`src/rtl/cp0_if.sv`:
```
// -----------------------------------------------------------------------------
// cp0_if
// Purpose : Groups the M-stage pipeline signals that feed Coprocessor-0.
//           It also groups the CP0 results that go back to the pipeline.
// Modports:
//   master  pipeline side: drives mfc0/mtc0, M-stage PC/BD/exccode,
//           hwint and eret; receives req, epc_out and cp0_rdata.
//   slave   CP0 side: the mirror of master.
// Signals :
//   cp0_raddr[4:0]  mfc0 register index
//   cp0_waddr[4:0]  mtc0 register index
//   cp0_wdata[31:0] mtc0 write data
//   cp0_we          mtc0 write enable
//   pcM[31:0]       PC of the M-stage instruction
//   bdM             M-stage instruction sits in a branch delay slot
//   exccodeM[4:0]   pending exception code, 0 = none
//   hwint[5:0]      level-sensitive external interrupts
//   eretM           eret in M
//   req             exception/interrupt taken this cycle
//   epc_out[31:0]   current EPC register
//   cp0_rdata[31:0] mfc0 read data
// -----------------------------------------------------------------------------
interface cp0_if;
    logic [4:0]  cp0_raddr;
    logic [4:0]  cp0_waddr;
    logic [31:0] cp0_wdata;
    logic        cp0_we;
    logic [31:0] pcM;
    logic        bdM;
    logic [4:0]  exccodeM;
    logic [5:0]  hwint;
    logic        eretM;
    logic        req;
    logic [31:0] epc_out;
    logic [31:0] cp0_rdata;

    modport master (
        output cp0_raddr, cp0_waddr, cp0_wdata, cp0_we,
        output pcM, bdM, exccodeM, hwint, eretM,
        input  req, epc_out, cp0_rdata
    );

    modport slave (
        input  cp0_raddr, cp0_waddr, cp0_wdata, cp0_we,
        input  pcM, bdM, exccodeM, hwint, eretM,
        output req, epc_out, cp0_rdata
    );
endinterface

```
`src/rtl/cp0_unit.sv`:
```
// -----------------------------------------------------------------------------
// cp0_unit
// Purpose : Coprocessor-0 for the 5-stage MIPS pipeline, sitting in M.
//           - Owns SR(12), Cause(13), EPC(14) and PRId(15).
//           - Decides exception/interrupt entry (o req flushes the pipe).
//           - Supplies EPC for eret redirection.
// Ports   :
//   i_clk    system clock, all state on posedge
//   i_reset  synchronous active-high reset
//   io_cp0   cp0_if.slave bundle:
//            mfc0/mtc0 access, M-stage PC/BD/exccode, hwint, eret in;
//            req/epc_out/cp0_rdata out
// Config  : define CP0_TIMER_EN to add Count(9)/Compare(11) and the timer
//           interrupt TI, which is ORed into hwint line 5.
//           When undefined, regs 9/11 read 0 and TI reads 0.
// -----------------------------------------------------------------------------
module cp0_unit #(
    parameter logic [31:0] PRID      = 32'h4D49_5053,
    parameter logic [31:0] EPC_RESET = 32'h0000_3000
) (
    input  logic  i_clk,
    input  logic  i_reset,
    cp0_if.slave  io_cp0
);

    logic [5:0]  r_im;
    logic        r_exl;
    logic        r_ie;
    logic        r_bd;
    logic [4:0]  r_exccode;
    logic [5:0]  r_ip;
    logic [31:0] r_epc;

    logic [5:0]  w_hwint_eff;
    logic        w_int_req;
    logic        w_exc_req;
    logic        w_req;
    logic        w_wr;
    logic        w_ti;
    logic [31:0] w_epc_pc;

`ifdef CP0_TIMER_EN
    logic [31:0] r_count;
    logic [31:0] r_compare;
    logic        r_ti;

    assign w_ti = r_ti;
`else
    assign w_ti = 1'b0;
`endif

    assign w_hwint_eff = {io_cp0.hwint[5] | w_ti, io_cp0.hwint[4:0]};
    assign w_int_req   = (|(w_hwint_eff & r_im)) & r_ie & ~r_exl;
    assign w_exc_req   = (io_cp0.exccodeM != 5'd0) & ~r_exl;
    assign w_req       = w_int_req | w_exc_req;

    // mtc0 loses to both exception entry and eret on the same edge.
    assign w_wr = io_cp0.cp0_we & ~w_req & ~io_cp0.eretM;

    // Delay-slot instructions restart at the branch.
    // The subtraction wraps modulo 2^32.
    assign w_epc_pc = io_cp0.bdM ? (io_cp0.pcM - 32'd4) : io_cp0.pcM;

    assign io_cp0.req     = w_req;
    assign io_cp0.epc_out = r_epc;

    always_ff @(posedge i_clk) begin
        if (i_reset) begin
            r_im      <= 6'd0;
            r_exl     <= 1'b0;
            r_ie      <= 1'b0;
            r_bd      <= 1'b0;
            r_exccode <= 5'd0;
            r_ip      <= 6'd0;
            r_epc     <= EPC_RESET;
        end else begin
            r_ip <= w_hwint_eff;
            if (w_req) begin
                r_exl     <= 1'b1;
                r_bd      <= io_cp0.bdM;
                // Interrupts take priority over a simultaneous exception.
                r_exccode <= w_int_req ? 5'd0 : io_cp0.exccodeM;
                r_epc     <= {w_epc_pc[31:2], 2'b00};
            end else if (io_cp0.eretM) begin
                r_exl <= 1'b0;
            end else if (w_wr) begin
                case (io_cp0.cp0_waddr)
                    5'd12: begin
                        r_im  <= io_cp0.cp0_wdata[15:10];
                        r_exl <= io_cp0.cp0_wdata[1];
                        r_ie  <= io_cp0.cp0_wdata[0];
                    end
                    5'd14: r_epc <= {io_cp0.cp0_wdata[31:2], 2'b00};
                    default: ;
                endcase
            end
        end
    end

`ifdef CP0_TIMER_EN
    always_ff @(posedge i_clk) begin
        if (i_reset) begin
            r_count   <= 32'd0;
            r_compare <= 32'hFFFF_FFFF;
            r_ti      <= 1'b0;
        end else begin
            // A software write to Count replaces this cycle's increment.
            if (w_wr && io_cp0.cp0_waddr == 5'd9)
                r_count <= io_cp0.cp0_wdata;
            else
                r_count <= r_count + 32'd1;

            // Writing Compare acknowledges the timer; otherwise TI is sticky.
            if (w_wr && io_cp0.cp0_waddr == 5'd11) begin
                r_compare <= io_cp0.cp0_wdata;
                r_ti      <= 1'b0;
            end else if (r_count == r_compare) begin
                r_ti <= 1'b1;
            end
        end
    end
`endif

    // Reads see current register state; same-cycle writes are not forwarded.
    always_comb begin
        io_cp0.cp0_rdata = 32'd0;
        case (io_cp0.cp0_raddr)
            5'd12: io_cp0.cp0_rdata = {16'd0, r_im, 8'd0, r_exl, r_ie};
            5'd13: io_cp0.cp0_rdata = {r_bd, w_ti, 14'd0, r_ip, 3'd0, r_exccode, 2'd0};
            5'd14: io_cp0.cp0_rdata = r_epc;
            5'd15: io_cp0.cp0_rdata = PRID;
`ifdef CP0_TIMER_EN
            5'd9:  io_cp0.cp0_rdata = r_count;
            5'd11: io_cp0.cp0_rdata = r_compare;
`endif
            default: io_cp0.cp0_rdata = 32'd0;
        endcase
    end

endmodule

```
`src/flat_wrapper.sv`:
```
// flat-port wrapper written by rule: the top's interface ports become plain ports
module cp0_unit_flat 
#(
    parameter logic [31:0] PRID      = 32'h4D49_5053,
    parameter logic [31:0] EPC_RESET = 32'h0000_3000
)
  (i_clk, i_reset, io_cp0_cp0_raddr, io_cp0_cp0_waddr, io_cp0_cp0_wdata, io_cp0_cp0_we, io_cp0_pcM, io_cp0_bdM, io_cp0_exccodeM, io_cp0_hwint, io_cp0_eretM, io_cp0_req, io_cp0_epc_out, io_cp0_cp0_rdata);
  cp0_if io_cp0_i ();
  input  logic i_clk;
  input  logic i_reset;
  input wire logic [$bits(io_cp0_i.cp0_raddr)-1:0] io_cp0_cp0_raddr;
  input wire logic [$bits(io_cp0_i.cp0_waddr)-1:0] io_cp0_cp0_waddr;
  input wire logic [$bits(io_cp0_i.cp0_wdata)-1:0] io_cp0_cp0_wdata;
  input wire logic [$bits(io_cp0_i.cp0_we)-1:0] io_cp0_cp0_we;
  input wire logic [$bits(io_cp0_i.pcM)-1:0] io_cp0_pcM;
  input wire logic [$bits(io_cp0_i.bdM)-1:0] io_cp0_bdM;
  input wire logic [$bits(io_cp0_i.exccodeM)-1:0] io_cp0_exccodeM;
  input wire logic [$bits(io_cp0_i.hwint)-1:0] io_cp0_hwint;
  input wire logic [$bits(io_cp0_i.eretM)-1:0] io_cp0_eretM;
  output wire logic [$bits(io_cp0_i.req)-1:0] io_cp0_req;
  output wire logic [$bits(io_cp0_i.epc_out)-1:0] io_cp0_epc_out;
  output wire logic [$bits(io_cp0_i.cp0_rdata)-1:0] io_cp0_cp0_rdata;
  assign io_cp0_i.cp0_raddr = io_cp0_cp0_raddr;
  assign io_cp0_i.cp0_waddr = io_cp0_cp0_waddr;
  assign io_cp0_i.cp0_wdata = io_cp0_cp0_wdata;
  assign io_cp0_i.cp0_we = io_cp0_cp0_we;
  assign io_cp0_i.pcM = io_cp0_pcM;
  assign io_cp0_i.bdM = io_cp0_bdM;
  assign io_cp0_i.exccodeM = io_cp0_exccodeM;
  assign io_cp0_i.hwint = io_cp0_hwint;
  assign io_cp0_i.eretM = io_cp0_eretM;
  assign io_cp0_req = io_cp0_i.req;
  assign io_cp0_epc_out = io_cp0_i.epc_out;
  assign io_cp0_cp0_rdata = io_cp0_i.cp0_rdata;
  cp0_unit #(.PRID(PRID), .EPC_RESET(EPC_RESET)) u_core (.i_clk(i_clk), .i_reset(i_reset), .io_cp0(io_cp0_i));
endmodule
```
`config.mk`:
```
export PLATFORM = sky130hd
export DESIGN_NAME = cp0_unit_flat
export DESIGN_NICKNAME = d
export VERILOG_FILES = /design/src/rtl/cp0_if.sv /design/src/rtl/cp0_unit.sv /design/src/flat_wrapper.sv
export SDC_FILE = /design/constraint.sdc
export NUM_CORES = 1
export LEC_CHECK = 0
export ABC_AREA = 1
export CAP_MARGIN = 40
export CELL_PAD_IN_SITES_DETAIL_PLACEMENT = 0
export CELL_PAD_IN_SITES_GLOBAL_PLACEMENT = 1
export CORE_UTILIZATION = 28
export DETAILED_ROUTE_END_ITERATION = 16
export PLACE_DENSITY_LB_ADDON = 0.1
export REMOVE_ABC_BUFFERS = 1
export SYNTH_ARGS = -nofsm -noshare
export SYNTH_HDL_FRONTEND = slang
export SYNTH_SLANG_ARGS = --single-unit
```
`constraint.sdc`:
```
create_clock -name i_clk -period 1.4 [get_ports i_clk]
set_input_delay 0.21 -clock i_clk [delete_from_list [all_inputs] [get_ports i_clk]]
set_output_delay 0.21 -clock i_clk [all_outputs]
set_load 0.1 [all_outputs]
```
==> run summary <==
STATUS
------------------------------------------------------------------------------------------
Outcome                                                                       finished with violations
Violated checks                                                               negative setup slack

FLOORPLANNING
------------------------------------------------------------------------------------------
Chip Width                                                                          115 um
Row cnt                                                                                 40
Number of top-level pins                                                               155
Core Area                                                                       12200 um^2
Area enclosed by the die boundary                                               13200 um^2
Die extent in y                                                                     115 um
Starting utilization of the core area                                                29.1%

CTS
------------------------------------------------------------------------------------------
TritonCTS sink count                                                                    50
CTS Root Buffer Type                                                             clkbuf_16
Post-CTS Hold Buffers                                                                    0
TritonCTS clock tree                                                                   yes
Worst-skew pair later-pin latency                                                   310 ps
H-tree depth                                                                             2
Clock edge transition at the registers on the reported setup and hold paths          80 ps
Buffer levels on the longest clock path                                                  2
Number of buffers created by CTS                                                         5

YOSYS
------------------------------------------------------------------------------------------
Flip-flop and latch count after synthesis                                               50
Largest area contributor in the synthesized netlist                                dfxtp_1
Most area-consuming cells after synthesis                                     dfxtp_1 28%, nand2_1 21%, nand3_1 7.3%
Most frequent cells after synthesis                                           203 x nand2_1, 65 x nor2_1, 52 x nand3_1, 50 x dfxtp_1, 50 x inv_1
Post-synthesis cell type count                                                          45
Synthesized netlist cell count                                                         587
Mean instance size in the synthesized netlist                                    6.06 um^2
Area share of the largest cell type after synthesis                                  28.1%
Yosys warnings                                                                           0
Number of enable flip-flop cells after synthesis                                         0
Share of flip-flops with an asynchronous set or reset after synthesis                   0%
Summed instance area of the synthesized netlist                                  3560 um^2
Count leader, synth                                                                nand2_1
Proportion of synthesized chip area in sequential cells                              28.1%
Most used DFF post-synth                                                           dfxtp_1

POWER AND IR DROP
------------------------------------------------------------------------------------------
Switching share of power                                                             39.4%
Leakage power of the design                                                        3.68 nW
Relative contribution of sequential cells to total power                             28.6%
Worst supply voltage drop on vdd                                                0.000442 V
Net switching power of the design                                                  2.28 mW
Internal power                                                                     3.51 mW
Proportion of power drawn by the clock network                                       26.0%
Power per standard cell area                                                   709 nW/um^2
Share of power burned in combinational logic                                         45.3%

GRT
------------------------------------------------------------------------------------------
Overall Global Routing Usage                                                         23.0%
Antenna violations before repair                                                         0
Pin count of the biggest net entering global routing                                    38
Congestion Overflow GR                                                                   0
GR peak layer                                                                         met2
Global routing usage on met1                                                         30.3%
Grt met2 use                                                                         38.2%
Met3 Resource Use GR                                                                 4.29%
Number of global-route vias before repair                                             4560
Wire length of the first global-routing pass                                      23400 um

ROUTING
------------------------------------------------------------------------------------------
Total DRC errors in the routed layout                                                    0
Vias per std cell                                                                     4.73
Total via count in the routed design                                                  4815
Routed wire length                                                                16500 um
Average wire per cell in the routed design                                         16.2 um
Number of search-and-repair iterations in the first detailed-routing pass                4
Number of DRC markers in iteration 0                                                   193
Final antenna-violating net count                                                        0

CELLS AND AREA
------------------------------------------------------------------------------------------
Number of nets at the end of the flow                                                  939
Number of inserted filler cells in the final layout                                   1061
Post-layout util                                                                     66.9%
Antenna diode count                                                                      0
Area occupied by multi-input gates                                               2970 um^2
Number of standard cells in the final layout excluding fillers                        1017
Area added between synthesis and finish                                               130%
Area of all sequential standard cells                                            1020 um^2
Final Cell Area                                                                  8170 um^2
Share of layout cells above drive strength 1                                         49.8%

PLACE
------------------------------------------------------------------------------------------
HPWL after detailed placement                                                     11100 um
Cell area reported after detailed placement                                      6580 um^2
Placer Congestion                                                                    0.902
Worst slack, placed                                                                -553 ps
# placed instances                                                                     979
Port Buffer Count                                                                      150

SETUP PATH
------------------------------------------------------------------------------------------
CP startpoint kind                                                                register
Worst-case register-to-register setup slack                                        -130 ps
Beginning of the worst register-to-register path                              u_core.r_im[5]
Maximum fanout along the worst path                                                      2
Data arrival time of the critical path                                             1420 ps
Kind of critical path                                                           reg -> out
Required time reported for the critical path endpoint                              1190 ps
CP cell instances                                                             nand2_2, nand2_2, nor2_4, nand2_4, nand3_4, nand2_4, buf_12, buf_12
Depth of the most critical reg-to-reg path                                              12
Worst path max stage delay                                                          330 ps
Slowest CP cell                                                                    dfxtp_2
Worst Setup End Kind                                                           output port
Reg-to-Reg End                                                                u_core.io_cp0.epc_out[3]

STA
------------------------------------------------------------------------------------------
Final worst-path setup slack                                                       -225 ps
Setup repair after global routing missed its margin                                    yes
Setup skew after layout                                                            7.78 ps
Total count of hold-check failures in the final report                                   0
Worst max-slew margin expressed relative to the limit                                67.1%
Final setup viols                                                                       44
Final cycle utilization of the critical path                                          116%
Final setup TNS                                                                   -2870 ps
Measured slew at the worst slew-check pin                                           489 ps
Pins Over Slew Limit                                                                     0
Maximum achievable frequency                                                     0.615 GHz
Shortest period the worst path allows                                              1630 ps

HOLD PATH
------------------------------------------------------------------------------------------
Path type of the worst min-delay path                                            in -> reg
Hold path start                                                               io_cp0_exccodeM[0]
WHS Endpoint                                                                  u_core.r_exccode[0]
Worst Hold Path Cells                                                                    3

RUN
------------------------------------------------------------------------------------------
Count of max-cap constraint violations                                                   0

-- cell usage in the layout, fill, tap and decap left out, drive strengths merged, types with 2 or more instances in the layout --
cell           instances
nand3b                 4
a31oi                  7
buf                  184
conb                   2
nor3                   3
dfxtp                 50
nand4                  8
a21oi                 34
nor2                  81
dlymetal6s2s          17
a32o                   2
a22o                   2
o21ai                 28
or2                    2
clkdlybuf4s50         50
inv                   61
xor2                   5
nand2                210
clkinv                 3
dlygate4sd2           15
xnor2                  3
clkbuf                14
nand3                 55
-- worst max path at each step --
stage               slack [ps]  cells past startpoint                 startpoint              endpoint
global placement          -550                      8        io_cp0_cp0_raddr[1]  io_cp0_cp0_rdata[19]
detailed placement        -550                      8        io_cp0_cp0_raddr[1]  io_cp0_cp0_rdata[19]
finish                    -230                      8             u_core.r_im[5]            io_cp0_req
CTS                       -220                      8             u_core.r_im[2]            io_cp0_req
floorplan                -2010                      2  u_core.io_cp0.epc_out[19]  io_cp0_cp0_rdata[19]
global route              -280                      8             u_core.r_im[5]            io_cp0_req
-- through the flow --
step,hold slack (ps),total power [mW]
6_report,244,5.79
5_1_grt,263,5.99
4_1_cts,253,5.45
3_5_place_dp,461,3.87
3_3_place_gp,453,3.85
2_1_floorplan,272,2.74
-- metal layers --
layer	vias up	part of all wire, %	wire length, um
met3	20	4.5	743
met2	136	49	8130
li1	2403	-	-
met4	0	2.0	325
met5	-	0	0
met1	2256	44	7300
-- flip-flops by register name, summed over array words and instances (netlist names) --
register / count
u_core.io_cp0.epc_out: 30
u_core.r_bd: 1
u_core.r_exccode: 5
u_core.r_exl: 1
u_core.r_ie: 1
u_core.r_im: 6
u_core.r_ip: 6
-- area by class of cell --
class,count,area share [%]
Sequential cell,50,12.4
Timing Repair inverter,1,0.199
Inverter,61,3.23
Clock inverter,3,0.582
Tap cell,168,2.57
Multi-Input combinational cell,454,36.3
Timing Repair Buffer,275,43.1
Clock buffer,5,1.53
-- power by group through the flow --
stage                     registers, mW  logic (mW)  clock network, mW
after floorplan                    2.19       0.548                  0
after CTS                          1.65        2.28               1.52
after detailed placement           1.68        2.19                  0
after global placement             1.68        2.17                  0
final                              1.66        2.62               1.51
after global routing               1.67        2.74               1.57
-- timing repair --
action | in CTS | in global routing
endpoints found under the setup margin | 73 | 74
pin swaps | 26 | 78
buffers inserted | 7 | 11
gates resized for setup | 105 | 240
hold endpoints to repair | 0 | 0
gates cloned | 3 | 10
-- critical path: cells and delay by family, from the launching register on --
family	cells	cell delay, ps
flops	1	330
buf+inv	2	290
simple gates	6	480
-- cell families after synthesis --
group,Yosys count,synth area share [%]
AOI/OAI and AO/OA,78,12.4
xor gates and xnor gates,8,1.97
adders and majority gates,1,0.352
buffers and inverters,84,11.1
DFF,50,28.1
other,1,0.105
and+or+nand+nor,365,45.9
Note: power is estimated with default switching activity, not from simulation.
